File: src/rtl/ts_queue_bank_n.sv
// ts_queue_bank_n: bank of N timestamped FIFOs presenting head timestamps/valids to an
// earliest-first selector and popping the queue the selector names.
`default_nettype none

module ts_queue_bank_n #(
  parameter int N      = 4,
  parameter int WIDTH  = 3,
  parameter int DWIDTH = 8,
  parameter int DEPTH  = 4,
  localparam int LOG_N = (N > 1) ? $clog2(N) : 1,
  localparam int LOG_D = $clog2(DEPTH)
) (
  input  logic                 clock,
  input  logic                 reset_n,
  input  logic                 enq_valid,
  input  logic [LOG_N-1:0]     enq_port,
  input  logic [WIDTH-1:0]     enq_ts,
  input  logic [DWIDTH-1:0]    enq_data,
  output logic                 enq_ready,
  output logic [N-1:0]         full,
  output logic [N*WIDTH-1:0]   head_ts,
  output logic [N-1:0]         head_valid,
  input  logic                 deq_en,
  input  logic [LOG_N-1:0]     deq_sel,
  output logic                 deq_valid,
  output logic [WIDTH-1:0]     deq_ts,
  output logic [DWIDTH-1:0]    deq_data,
  output logic                 deq_err
);

  localparam int NP = 2 ** LOG_N;
  // Ports that decode to an existing queue; indices >= N read as 0.
  localparam logic [NP-1:0] PORT_MASK = NP'((64'd1 << N) - 64'd1);

  logic [WIDTH+DWIDTH-1:0] mem [N][DEPTH];
  logic [LOG_D:0]          rd_ptr [N];
  logic [LOG_D:0]          wr_ptr [N];

  logic [NP-1:0]     full_ext;
  logic [NP-1:0]     valid_ext;
  logic [WIDTH-1:0]  head_ts_ext   [NP];
  logic [DWIDTH-1:0] head_data_ext [NP];

  logic enq_fire;
  logic deq_fire;

  always_comb begin
    for (int i = 0; i < NP; i++) begin
      full_ext[i]      = 1'b0;
      valid_ext[i]     = 1'b0;
      head_ts_ext[i]   = '0;
      head_data_ext[i] = '0;
    end
    for (int i = 0; i < N; i++) begin
      valid_ext[i] = (rd_ptr[i] != wr_ptr[i]);
      full_ext[i]  = (rd_ptr[i][LOG_D] != wr_ptr[i][LOG_D]) &&
                     (rd_ptr[i][LOG_D-1:0] == wr_ptr[i][LOG_D-1:0]);
      if (rd_ptr[i] != wr_ptr[i]) begin
        {head_ts_ext[i], head_data_ext[i]} = mem[i][rd_ptr[i][LOG_D-1:0]];
      end
    end
  end

  assign enq_ready  = PORT_MASK[enq_port] && !full_ext[enq_port];
  assign enq_fire   = enq_valid && enq_ready;
  assign deq_fire   = deq_en && PORT_MASK[deq_sel] && valid_ext[deq_sel];
  assign full       = full_ext[N-1:0];
  assign head_valid = valid_ext[N-1:0];

  for (genvar g = 0; g < N; g++) begin : g_head
    assign head_ts[g*WIDTH +: WIDTH] = head_ts_ext[g];
  end

  always_ff @(posedge clock or negedge reset_n) begin
    if (!reset_n) begin
      for (int i = 0; i < N; i++) begin
        rd_ptr[i] <= '0;
        wr_ptr[i] <= '0;
      end
      deq_valid <= 1'b0;
      deq_err   <= 1'b0;
      deq_ts    <= '0;
      deq_data  <= '0;
    end else begin
      deq_valid <= deq_fire;
      deq_err   <= deq_en && !deq_fire;
      if (deq_fire) begin
        deq_ts   <= head_ts_ext[deq_sel];
        deq_data <= head_data_ext[deq_sel];
      end
      for (int i = 0; i < N; i++) begin
        if (enq_fire && (enq_port == LOG_N'(i))) wr_ptr[i] <= wr_ptr[i] + 1'b1;
        if (deq_fire && (deq_sel == LOG_N'(i)))  rd_ptr[i] <= rd_ptr[i] + 1'b1;
      end
    end
  end

  // Storage is deliberately not reset; pointers alone define live contents.
  always_ff @(posedge clock) begin
    for (int i = 0; i < N; i++) begin
      if (enq_fire && (enq_port == LOG_N'(i))) begin
        mem[i][wr_ptr[i][LOG_D-1:0]] <= {enq_ts, enq_data};
      end
    end
  end

endmodule

`default_nettype wire

File: config.mk
export PLATFORM = sky130hd
export DESIGN_NAME = ts_queue_bank_n
export DESIGN_NICKNAME = d
export VERILOG_FILES = /design/src/rtl/ts_queue_bank_n.sv
export SDC_FILE = /design/constraint.sdc
export NUM_CORES = 1
export LEC_CHECK = 0
export ABC_CLOCK_PERIOD_IN_PS = 2120
export BUFFER_PORTS_ARGS = -buffer_cell sky130_fd_sc_hd__buf_2
export CELL_PAD_IN_SITES_DETAIL_PLACEMENT = 1
export CELL_PAD_IN_SITES_GLOBAL_PLACEMENT = 1
export CORE_ASPECT_RATIO = 0.75
export CORE_MARGIN = 4
export CORE_UTILIZATION = 48
export CTS_BUF_LIST = sky130_fd_sc_hd__clkbuf_8 sky130_fd_sc_hd__clkbuf_16
export DETAILED_ROUTE_END_ITERATION = 10
export GPL_TIMING_DRIVEN = 0
export PLACE_DENSITY = 0.77
export SYNTH_ARGS = -nofsm -noshare
export SYNTH_HDL_FRONTEND = slang
export SYNTH_SLANG_ARGS = --single-unit
File: constraint.sdc
create_clock -name clock -period 2.12 [get_ports clock]
set_input_delay 0.424 -clock clock [delete_from_list [all_inputs] [get_ports clock]]
set_output_delay 0.424 -clock clock [all_outputs]
set_load 0.05 [all_outputs]
==> flow_metrics.tcl <==
set metrics [dict create \
    rsz0062_at_grt "yes" \
    final_cells 823 \
    setup_violations 76 \
    gp_congestion 0.7888 \
    post-route-period-util_pct 115.8 \
    core_area_mm2 0.01787 \
    ant_nets 0 \
    gr-total-overflow 0 \
    antennaDiodeCount 0 \
    grt_pass1_wl_mm 32.65 \
    synth_nets 489 \
    synth.area.top_cells "edfxtp_1 (60%), dfrtp_1 (10%), mux4_2 (8.1%)" \
    top_level_ports 53 \
    initial_core_util_pct 49.52 \
    worstSetupPathType "register to output port" \
    route.detailed.drc 0 \
    dieArea_mm2 0.02069 \
    io_buffers 51 \
    first_pass_iters 4 \
    yosysTopAreaCell "edfxtp_1" \
    hold_ws_ns 0.07178 \
    dp_cells 743 \
    power.density_mw_per_mm2 1641 \
    max_freq_mhz 407.3 \
    tightestPinTransition_ns 0.9478 \
    ys_warn_count 0 \
    min_path_type "input port to async pin" \
    route.final.wire_length_mm 21.79 \
    yosysUniqueCellTypes 36 \
    synth_top_area_share_pct 59.73 \
    drv_cap 0 \
    ctsLongestPathBuffers 3 \
    die_y_um 125.6 \
    ys_ff_latch 213 \
    wl_per_cell_um 26.48 \
    status "finished, violations left" \
    synth_area_mm2 0.008848 \
    cp-end-kind "output port" \
    synth_flop_cell "edfxtp_1" \
    fp-row-count 42 \
    drive_gt1_share_pct 45.27 \
    grt_antenna_before_repair 1 \
    num_vias 4724 \
    area_delta_synth_final_pct 24.24 \
    cts_sinks 213 \
    syn_inst 450 \
    dp_hpwl_mm 13.68 \
    finalNetCount 606 \
    worstSkewPairLatency_ns 0.50 \
    grt_max_degree 38 \
    clkSlewWorstSetupHoldPaths_ns 0.06 \
    r2r_cells 7 \
    cts_inserted_buffers 21 \
    via_per_inst 5.740 \
    die_width_um 164.8 \
    grt_use_total_pct 21.29 \
    crit_arrival_ns 2.03 \
    cts_root_buffer "clkbuf_16" \
    r2r-start "rd_ptr[6]" \
    cp.required_ns 1.70 \
    vdd_ir_drop_max_mv 0.8606 \
    cts_hold_buf 0 \
    r2r_end "deq_data[3]" \
    p_total_w 0.01804 \
    synthArstFlopShare_pct 17.37 \
    synth_edf_count 176 \
    yosysSeqAreaShare_pct 70.19 \
    power.leakage_nw 4.063 \
    skew_ns 0.01419 \
    violations "negative setup slack" \
    slew_violations 0 \
    fin_crit_ns 2.455 \
    syn_avg_cell_area_um2 19.66 \
    cts_max_level 1 \
    final.setup.worst_slack_ns -0.3351 \
    cp_max_fo 5 \
    relSlewSlack_pct 36.81 \
    cts_tree "built" \
    drt_iter0_drc 381 \
    grt_pass1_vias 5157 \
    rrSetupSlack_ns -0.29 \
    hold_viol_final 0 \
    crit_path_start_kind "register" \
    post-route-util_pct 61.53 \
]
==> cell usage after synthesis, drive strengths merged (2+ instances only) <==
library cell and instances:
buf 9, mux4 48, and3 2, clkbuf 7
nor2b 3, a32oi 14, nor3 6, ha 20
dfrtp 37, inv 14, o21ai 4, nor3b 4
mux2i 8, xor2 15, nand2 13, edfxtp 176
or3b 2, xnor2 14, a311oi 2, and2 26
mux2 16
==> sequential cells by signal, indices dropped and copies added, names as in the netlist <==
name / flops
mem: 176
rd_ptr: 12
wr_ptr: 12
deq_data: 8
deq_ts: 3
deq_err: 1
deq_valid: 1
==> worst max-delay path: stages (launching register included) <==
cell	delay, ns
dfrtp_2	0.49
xor2_4	0.26
nor3_4	0.10
mux4_2	0.47
inv_2	0.08
buf_8	0.14
==> per-stage QoR <==
step           cell area, um2  setup slack (ns)  setup TNS [ns]
6_report                10990           -0.3351          -16.60
5_1_grt                 10990           -0.4237          -24.97
4_1_cts                 10790           -0.3381          -14.54
3_5_place_dp             9509           -0.4882          -62.43
3_3_place_gp             9509           -0.3569          -44.68
2_1_floorplan            8951           -0.1259         -0.4103
==> power by group <==
group	leakage [nW]	internal (W)	switching (W)
Clock	0.338	0.00208	0.00151
Combinational	1.71	0.00398	0.00473
Sequential	2.02	0.00515	0.000583
==> how the worst max path moves through the flow <==
stage               startpoint         to  slack [ns]  cells after the start
floorplan            wr_ptr[5]  deq_ts[2]       -0.13                      6
global placement     rd_ptr[6]  mem[1][2]       -0.36                      4
detailed placement   rd_ptr[6]  mem[1][2]       -0.49                      4
CTS                  rd_ptr[9]  enq_ready       -0.34                      5
global route         wr_ptr[8]  enq_ready       -0.42                      6
finish               rd_ptr[9]  enq_ready       -0.34                      5
==> cells by family (layout without fill, tap and decap cells) <==
group	after synthesis	in the layout	share of synthesized area, %
AND/OR/NAND/NOR	59	59	4.044
multiplexers	72	72	15.84
AO/OA/AOI/OAI	27	27	2.574
buffers and inverters	30	161	1.654
adder cells (fa/ha/maj)	20	20	2.828
flip-flops	213	213	70.19
XOR/XNOR	29	29	2.871
==> layout by cell type, fill, tap and decap left out, types with 12 or more instances in the layout <==
cell / n
mux4_2: 37
dfrtp_1: 19
edfxtp_1: 176
buf_2: 31
ha_1: 20
buf_4: 38
dfrtp_2: 18
and2_4: 13
buf_6: 23
a32oi_1: 14
nand2_1: 13
clkbuf_16: 22
inv_1: 17
and2_2: 12
==> metal layers <==
| metal | up-vias | part of all wire [%] | GRT usage (%) | routed length [um] |
|---|---|---|---|---|
| li1 | 2025 | - | - | - |
| met4 | 0 | 2.0 | 4.743 | 432 |
| met3 | 40 | 4.7 | 4.243 | 1014 |
| met1 | 2507 | 42 | 29.71 | 9208 |
| met2 | 152 | 51 | 35.12 | 11140 |
| met5 | - | 0 | 0 | 0 |
==> timing repair <==
item | CTS | global route
gates resized for setup | 131 | 28
gates cloned | 0 | 1
pin swaps | 14 | 10
setup buffers | 28 | 15
endpoints found under the setup margin | 214 | 135
==> area by class of cell <==
| type | count | area [um2] |
|---|---|---|
| Clock buffer | 22 | 539.3 |
| Inverter | 14 | 52.55 |
| Buffer | 15 | 162.7 |
| Fill cell | 1516 | 6874 |
| Multi-Input combinational cell | 207 | 2816 |
| Tap cell | 242 | 302.8 |
| Sequential cell | 213 | 6233 |
| Timing Repair Buffer | 95 | 765.7 |
| Clock inverter | 15 | 120.1 |
Power figures use the tool's default switching activity.
